==> src/rtl/timebase_prescaler.sv <==
// -----------------------------------------------------------------------------
// timebase_prescaler
//
// Free-running prescaler for the clock timebase. It counts clk cycles from 0
// up to TERMINAL, wraps to 0, and produces a registered one-cycle tick on the
// wrap. The count bus feeds the downstream terminal-count comparator. A
// run/hold/idle FSM lets the time-set logic pause, resume and clear the count.
// A blink output toggles on each tick to drive the display colon.
//
// Ports:
//   clk      in   system clock, rising edge
//   rst_n    in   asynchronous active-low reset
//   start    in   level command: begin/resume counting (lowest priority)
//   stop     in   level command: freeze the counter (beats start)
//   clear    in   level command: zero the counter (beats stop and start)
//   count    out  [0:WIDTH-1] current count, bit 0 is the MSB
//   tick     out  one-cycle pulse in the cycle count shows 0 after a wrap
//   blink    out  toggles on every tick
//   running  out  high while the FSM is in RUN
//
// Every output comes straight from a flop, so there is no combinational path
// from the command inputs to any output.
// -----------------------------------------------------------------------------
module timebase_prescaler #(
  parameter int unsigned WIDTH    = 27,
  parameter int unsigned TERMINAL = 99999999   // must be < 2**WIDTH
) (
  input  logic             clk,
  input  logic             rst_n,
  input  logic             start,
  input  logic             stop,
  input  logic             clear,
  output logic [0:WIDTH-1] count,
  output logic             tick,
  output logic             blink,
  output logic             running
);

  localparam logic [WIDTH-1:0] TERM_VAL = WIDTH'(TERMINAL);

  typedef enum logic [1:0] {
    IDLE = 2'd0,   // stopped, count is zero
    RUN  = 2'd1,   // counting
    HOLD = 2'd2    // stopped, count retained
  } state_t;

  state_t           state_q, state_d;
  logic [WIDTH-1:0] cnt_q,   cnt_d;
  logic             tick_q,  tick_d;
  logic             blink_q, blink_d;
  logic             run_q;

  // Anything at or above TERMINAL is treated as terminal, so a corrupted
  // count can never run on past the period.
  logic at_terminal;
  assign at_terminal = (cnt_q >= TERM_VAL);

  // ---------------------------------------------------------------------------
  // State register. All outputs are registered here alongside the FSM state.
  // ---------------------------------------------------------------------------
  // NOTE: sequential state uses non-blocking assignments so every flop samples
  // the pre-edge values, independent of statement order.
  always_ff @(posedge clk or negedge rst_n) begin
    if (!rst_n) begin
      state_q <= IDLE;
      cnt_q   <= '0;
      tick_q  <= 1'b0;
      blink_q <= 1'b0;
      run_q   <= 1'b0;
    end else begin
      state_q <= state_d;
      cnt_q   <= cnt_d;
      tick_q  <= tick_d;
      blink_q <= blink_d;
      run_q   <= (state_d == RUN);
    end
  end

  // ---------------------------------------------------------------------------
  // Next-state logic. Priority: clear > stop > start.
  // ---------------------------------------------------------------------------
  // NOTE: a default assignment at the top of each combinational block keeps
  // every path assigned, so no latch can be inferred.
  always_comb begin
    state_d = state_q;
    unique case (state_q)
      IDLE: begin
        if (!clear && !stop && start) state_d = RUN;
      end
      RUN: begin
        // clear keeps counting from zero; only stop leaves RUN.
        if (!clear && stop) state_d = HOLD;
      end
      HOLD: begin
        if (clear)      state_d = IDLE;
        else if (stop)  state_d = HOLD;
        else if (start) state_d = RUN;
      end
      default: state_d = IDLE;
    endcase
  end

  // ---------------------------------------------------------------------------
  // Output/datapath logic: next count, tick and blink.
  // The counter only advances in a cycle that starts and ends in RUN with no
  // command pending, so the cycle that samples start does not increment and
  // a stop in the terminal cycle suppresses the wrap.
  // ---------------------------------------------------------------------------
  always_comb begin
    cnt_d   = cnt_q;
    tick_d  = 1'b0;
    blink_d = blink_q;
    if (clear) begin
      cnt_d = '0;
    end else if (state_q == RUN && !stop) begin
      if (at_terminal) begin
        cnt_d   = '0;
        tick_d  = 1'b1;
        blink_d = ~blink_q;
      end else begin
        cnt_d = cnt_q + 1'b1;
      end
    end
  end

  // The descending internal vector maps MSB-first onto the ascending port.
  assign count   = cnt_q;
  assign tick    = tick_q;
  assign blink   = blink_q;
  assign running = run_q;

endmodule

==> config.mk <==
export PLATFORM = sky130hd
export DESIGN_NAME = timebase_prescaler
export DESIGN_NICKNAME = d
export VERILOG_FILES = /design/src/rtl/timebase_prescaler.sv
export SDC_FILE = /design/constraint.sdc
export NUM_CORES = 1
export LEC_CHECK = 0
export BUFFER_PORTS_ARGS = -buffer_cell sky130_fd_sc_hd__buf_2
export CORE_AREA = 2 2 61 63
export CTS_CLUSTER_DIAMETER = 60
export CTS_CLUSTER_SIZE = 25
export DETAILED_ROUTE_END_ITERATION = 8
export DIE_AREA = 0 0 63 65
export HOLD_SLACK_MARGIN = 0.05
export PLACE_DENSITY = 0.94
export REMOVE_ABC_BUFFERS = 1
export SLEW_MARGIN = 20
export SYNTH_ARGS = -nofsm -noshare
export SYNTH_HDL_FRONTEND = slang
export SYNTH_SLANG_ARGS = --single-unit
==> constraint.sdc <==
create_clock -name clk -period 5.8 [get_ports clk]
set_input_delay 0.29 -clock clk [delete_from_list [all_inputs] [get_ports clk]]
set_output_delay 0.29 -clock clk [all_outputs]
set_load 0.05 [all_outputs]
==> out/results.ini, run 1 <==
[finish]
fin_util_pct = 63.2
stdcell_area_sq_um = 2210
area_growth_pct = 11.8
drive_above_1_share_pct = 22.1
nets = 258
final_cells = 301
antenna_cells = 0
layout_commonest_cell = buf_2
final_cell_mix = buf_2, dfrtp_1, nand2_1, nor3_1, nand4_1

[power_and_ir_drop]
seq_power_share_pct = 55.3
vdd_drop_max_mv = 0.139
pwr-share-clk_pct = 31.6
power_mw = 0.433
power.density_nw_per_um2 = 196
switchingPower_mw = 0.129
p_int_mw = 0.304
comb_power_share_pct = 13.1
p_leak_nw = 0.979
netSwitchingFraction_pct = 29.9

[die]
initial_core_util_pct = 56.5
rows = 22
core_sq_um = 3500
fp.dieH_um = 65
die_area_sq_um = 4100
die-width_um = 63
ios = 35

[routing]
wire_per_inst_um = 15.0
drtAntennaViolNets = 0
vias = 1838
drc = 0
via_per_inst = 6.11
first_pass_iters = 5
routed_wl_um = 4520
drtIter0Drc = 102

[worst_hold_path]
worst_hold_path_type = in2reg

[clock_network]
cts-buffers-inserted = 5
cts_tree = done
ctsHoldBuffers = 1
cts.sinks = 32
clk_path_buf_depth = 2
clk_latency_ns = 0.36
htree_num_levels = 2
cts.clk_slew.worst_paths_ns = 0.10
postCtsSetupRepairBufs = 0
cts_resized = 0
cts-root-buf = clkbuf_4

[sta]
fin_tns_setup_ns = 0
slew_headroom_pct = 53.2
hold_viol_final = 0
tightest_slew_ns = 0.702
max_clock_freq_mhz = 423
skew_ns = 0.0113
fin_crit_ns = 2.36
rsz0062_at_grt = no
finalSetupViolations = 0
post-route-period-util_pct = 40.7
maxSlewViolCount = 0

[setup_path]
path_max_fanout = 20
cp-start-kind = flip-flop
slowest_delay_ns = 0.68
required_ns = 6.07
critPathKind = reg2reg
cpMaxStageDelayCell = or3b_2
crit_chain = or3b_2, a21oi_1, nand4_1, xor2_1, nor3_1
crit_path_end_kind = flip-flop
cp_data_arrival_time_ns = 2.63

[yosys]
synth-seq-cells = 32
yosys_warnings = 0
synth-compound-area-share_pct = 8.04
ys_seq_area_share_pct = 40.5
synth_mux_area_share_pct = 0
syn_area_sq_um = 1980
netlist_instances = 226
synth_async_sr_flop_share_pct = 100
synthXorXnorAreaFrac_pct = 7.54
synth_edf_count = 0
yosys.area_share.simple_pct = 38.4
synth_cell_types = 49
avgSynthCellArea_sq_um = 8.74
synth_fa_ha_area_share_pct = 0.633
ys_dominant_reg_cell = dfrtp_1
synth_top_family_by_area = simple AND/OR/NAND/NOR gates

[global_route]
grt_max_degree = 40
grt_pass1_wl_um = 7980
antenna_found_initial = 0
overflow = 0
grt_pass1_vias = 1704
track_usage_pct = 25.0

[placed_design]
placed_cell_area_sq_um = 2140
dp.cells = 292
dpl.hpwl_um = 3110
portBuffers = 34
gp_congestion = 0.884

[run]
maxCapViolCount = 0

[run_status]
status = completed

power by group through the flow:
| stage | clock network [mW] | registers, mW | logic, mW |
|---|---|---|---|
| 2_1_floorplan | 0 | 0.260 | 0.0194 |
| 3_3_place_gp | 0 | 0.243 | 0.0551 |
| 3_5_place_dp | 0 | 0.244 | 0.0563 |
| 4_1_cts | 0.138 | 0.239 | 0.0569 |
| 5_1_grt | 0.150 | 0.241 | 0.0620 |
| 6_report | 0.137 | 0.240 | 0.0567 |
per-layer routing:
layer	vias up	GRT usage, %	part of all wire (%)
li1	890	-	-
met5	-	0	0
met4	0	13.6	2.5
met1	877	33.1	43
met2	61	39.1	49
met3	10	4.17	5.6
layout make-up:
cell class              instances  area, sq um
fillers                       308         1290
multi-input cells             173         1080
flip-flops and latches         32          801
repair buffers                 37          195
well taps                      48         60.1
clock buffers                   8         58.8
inverters                       3         11.3
registers in the layout, summed over array words and instances (netlist names):
name / flops
running: 1
tick: 1
state_q: 2
blink: 1
count: 27
worst paths after layout:
path / start / end / slack, ns / cells after the start
min in group asynchronous: rst_n / count[12] / 0.51 / 2
hold / removal: stop / state_q[1] / 0.24 / 3
max in group asynchronous: rst_n / count[22] / 4.84 / 2
setup / recovery: state_q[1] / count[12] / 3.44 / 5
hold reg to reg: blink / blink / 0.48 / 1
setup reg to reg: state_q[1] / count[12] / 3.44 / 5
cells by family (layout without fill, tap and decap cells):
| family | count (synthesis) | after routing |
|---|---|---|
| buffers and inverters | 21 | 48 |
| DFF | 32 | 32 |
| xor gates and xnor gates | 17 | 17 |
| and+or+nand+nor | 133 | 133 |
| adders and majority gates | 1 | 1 |
| AOI/OAI and AO/OA | 22 | 22 |
through the flow:
| stage | hold slack (ns) | setup slack, ns |
|---|---|---|
| 3_5_place_dp | 0.371 | 3.38 |
| 3_3_place_gp | 0.359 | 3.46 |
| 2_1_floorplan | -0.00559 | 2.91 |
| 4_1_cts | 0.236 | 3.37 |
| 5_1_grt | 0.257 | 3.24 |
| 6_report | 0.240 | 3.44 |
critical path, delay by kind of cell (launching register included):
| kind | cells | cell delay, ns |
|---|---|---|
| compound gates | 1 | 0.65 |
| xor+xnor | 1 | 0.18 |
| simple gates | 3 | 1.03 |
| flops | 1 | 0.42 |
synth_stat cells (all sizes together), types with 5 or more instances:
cell type  number  area, sq um
a21oi           6         30.0
and3            8         53.8
buf            11         56.3
clkbuf          7         27.5
dfrtp          32          801
nand2          26          100
nand3          18          108
nand4          19          119
nor2            9         33.8
nor3           25          125
xnor2           5         43.8
xor2           12          105
Power figures use the tool's default switching activity.
==> run 2, diff against run 1 <==
--- a/config.mk
+++ b/config.mk
@@ -5,14 +5,15 @@
 export SDC_FILE = /design/constraint.sdc
 export NUM_CORES = 1
 export LEC_CHECK = 0
+export ABC_AREA = 1
 export BUFFER_PORTS_ARGS = -buffer_cell sky130_fd_sc_hd__buf_2
-export CORE_AREA = 2 2 61 63
+export CORE_AREA = 2 2 68 70
 export CTS_CLUSTER_DIAMETER = 60
 export CTS_CLUSTER_SIZE = 25
 export DETAILED_ROUTE_END_ITERATION = 8
-export DIE_AREA = 0 0 63 65
+export DIE_AREA = 0 0 70 72
 export HOLD_SLACK_MARGIN = 0.05
-export PLACE_DENSITY = 0.94
+export PLACE_DENSITY = 0.86
 export REMOVE_ABC_BUFFERS = 1
 export SLEW_MARGIN = 20
 export SYNTH_ARGS = -nofsm -noshare
==> constraint.sdc (replaced) <==
create_clock -name clk -period 1.98 [get_ports clk]
set_input_delay 0.099 -clock clk [delete_from_list [all_inputs] [get_ports clk]]
set_output_delay 0.099 -clock clk [all_outputs]
set_load 0.05 [all_outputs]
==> run 2 against run 1 <==
Net effect: combinational power rose by 99%; core utilization fell by 5.7 points; first-iteration DRC count grew 43%; hold slack got worse by 0.13 ns; final cell count up 34%; highest routed layer unchanged; synthesized area rose by 7.4%; critical endpoint is now count[7]; setup slack worse by 3.2 ns; die area grew 23%; sequential share of layout area down 3.6 points; critical path depth rose by 5; via count is 16% higher; register-to-register slack lost 3.2 ns.
==> out/results.ini, run 2 <==
[run_status]
status = completed

[global_route]
grt_pass1_wl_um = 9380
overflow = 0
track_usage_pct = 23.3
grt_pass1_vias = 2113
antenna_found_initial = 0
grt_max_degree = 33

[yosys]
yosysTopAreaCell = dfrtp_1
ys_dominant_reg_cell = dfrtp_1
avgSynthCellArea_sq_um = 6.82
syn_area_sq_um = 2120
synth-seq-cells = 32
synth.most_common_cell = nand2_1
ys_seq_area_share_pct = 37.7
synth_area_leaders = dfrtp_1, nand2_1, nor2_1
synth_edf_count = 0
synth_async_sr_flop_share_pct = 100
synth_cell_types = 27
netlist_top_cells_count = nand2_1, nor2_1, inv_1
yosys_warnings = 0
netlist_instances = 311
synth.top_cell.area_share_pct = 37.7

[worst_hold_path]
worst_hold_path_type = in2reg
min_path_cells = 3
min_from = stop

[setup_path]
critPathKind = reg2reg
crit_cells = 10
reg2regPathDepth = 10
worst-path-buf-inv = 1
r2r_start = count[25]
required_ns = 2.15
crit_family = simple AND/OR/NAND/NOR gates
slowest_delay_ns = 0.43
crit_path_end_kind = flip-flop
critPathLaunch = count[25]
cp-start-kind = flip-flop
cpMaxStageDelayCell = dfrtp_1
cp_data_arrival_time_ns = 1.94
path_max_fanout = 18
crit_chain = ha_1, nand2_2, nor2_4, nand2_4, clkinv_4, nand3_2, nand3_2, nand2_2, nand2_4, nor2_1

[die]
fp.dieH_um = 72
rows = 24
initial_core_util_pct = 49.8
core_sq_um = 4260
die_area_sq_um = 5040
die-width_um = 70
ios = 35

[routing]
routed_wl_um = 5260
drtIter0Drc = 146
drc = 0
wire_per_inst_um = 13.0
via_per_inst = 5.27
drtAntennaViolNets = 0
first_pass_iters = 4
vias = 2131

[sta]
finalSetupViolations = 0
hold_viol_final = 0
fin_tns_setup_ns = 0
tightest_slew_ns = 0.702
maxSlewViolCount = 0
max_clock_freq_mhz = 565
fin_crit_ns = 1.77
slew_headroom_pct = 53.2
post-route-period-util_pct = 89.4
rsz0062_at_grt = no
skew_ns = 0.00740

[clock_network]
cts_resized = 0
cts.sinks = 32
cts-root-buf = clkbuf_8
clk_path_buf_depth = 2
cts.clk_slew.worst_paths_ns = 0.07
cts_tree = done
htree_num_levels = 2
clk_latency_ns = 0.29
cts-buffers-inserted = 5

[placed_design]
portBuffers = 34
dpl.hpwl_um = 4090
gp_congestion = 0.941

[finish]
antenna_cells = 0
final_cell_mix = nand2_1, nor2_1, inv_1
drive_above_1_share_pct = 19.0
fin_util_pct = 57.5
nets = 357
area_growth_pct = 15.6
layout_commonest_cell = nand2_1
largest_reg_flops = 27

[power_and_ir_drop]
vdd_drop_max_mv = 0.409
power.density_nw_per_um2 = 567
power_mw = 1.39
p_leak_nw = 1.17

[run]
maxCapViolCount = 0

[run 2: changes by cell type after synthesis, moves of 6 or more]
cell and delta:
nor3_1 -12, nor2_1 +37, nor2_2 +13, o21ai_0 +11, nand2_1 +69, inv_1 +33
nand4_1 -7, a21oi_1 -6
[run 2: stage by stage]
step,hold WS [ns],area (sq um),setup slack [ns],cells
final,0.111,2450,0.210,404
after global routing,0.149,2450,0.0305,404
after CTS,0.102,2450,0.213,404
after detailed placement,0.194,2340,0.195,395
after global placement,0.176,2340,0.323,395
after floorplan,-0.197,2090,0.0318,308
[run 2: timing repair]
action / CTS / global route
hold buffers: 1 / 0
buffers inserted: 0 / 0
hold endpoints to repair: 32 / 0
[run 2: worst min-delay path, cell delays in order]
cell     delay, ns
buf_2         0.10
nand2_1       0.08
o32ai_1       0.07
[run 2: power breakdown]
| group | total (mW) | switching [mW] | internal, mW | leakage [nW] |
|---|---|---|---|---|
| sequential | 0.673 | 0.00760 | 0.665 | 0.444 |
| combinational | 0.113 | 0.0888 | 0.0237 | 0.675 |
| clock | 0.606 | 0.233 | 0.373 | 0.0552 |
[run 2: path summary, 6_finish.rpt]
| path | to | slack (ns) |
|---|---|---|
| worst max-delay path | count[7] | 0.21 |
| worst max register to register | count[7] | 0.21 |
| max in group asynchronous | count[0] | 1.12 |
| worst min register to register | state_q[1] | 0.50 |
| worst min-delay path | state_q[1] | 0.11 |
| min in group asynchronous | count[7] | 0.40 |
[run 2: final cells by class]
type	instances	area (sq um)
inverters	38	148
well taps	52	65.1
clock buffers	6	72.6
flip-flops and latches	32	801
repair buffers	36	188
fillers	434	1810
multi-input cells	238	1140
clock inverters	2	35.0
[run 2: metal layers]
metal,GRT usage [%],wire [um],part of all wire [%],vias to the layer above
met5,0,0,0,-
met4,8.97,122,2.3,0
met3,4.17,344,6.5,12
met2,39.2,2470,47,77
met1,30.3,2310,44,974
li1,-,-,-,1068
[run 2: kinds of logic (layout without fill, tap and decap cells)]
family | after synthesis | count (layout) | share of synthesized area, %
AO/OA/AOI/OAI | 18 | 18 | 4.78
buffers and inverters | 41 | 82 | 8.31
adder cells (fa/ha/maj) | 1 | 1 | 0.590
flip-flops | 32 | 32 | 37.7
AND/OR/NAND/NOR | 209 | 209 | 44.5
XOR/XNOR | 10 | 10 | 4.13
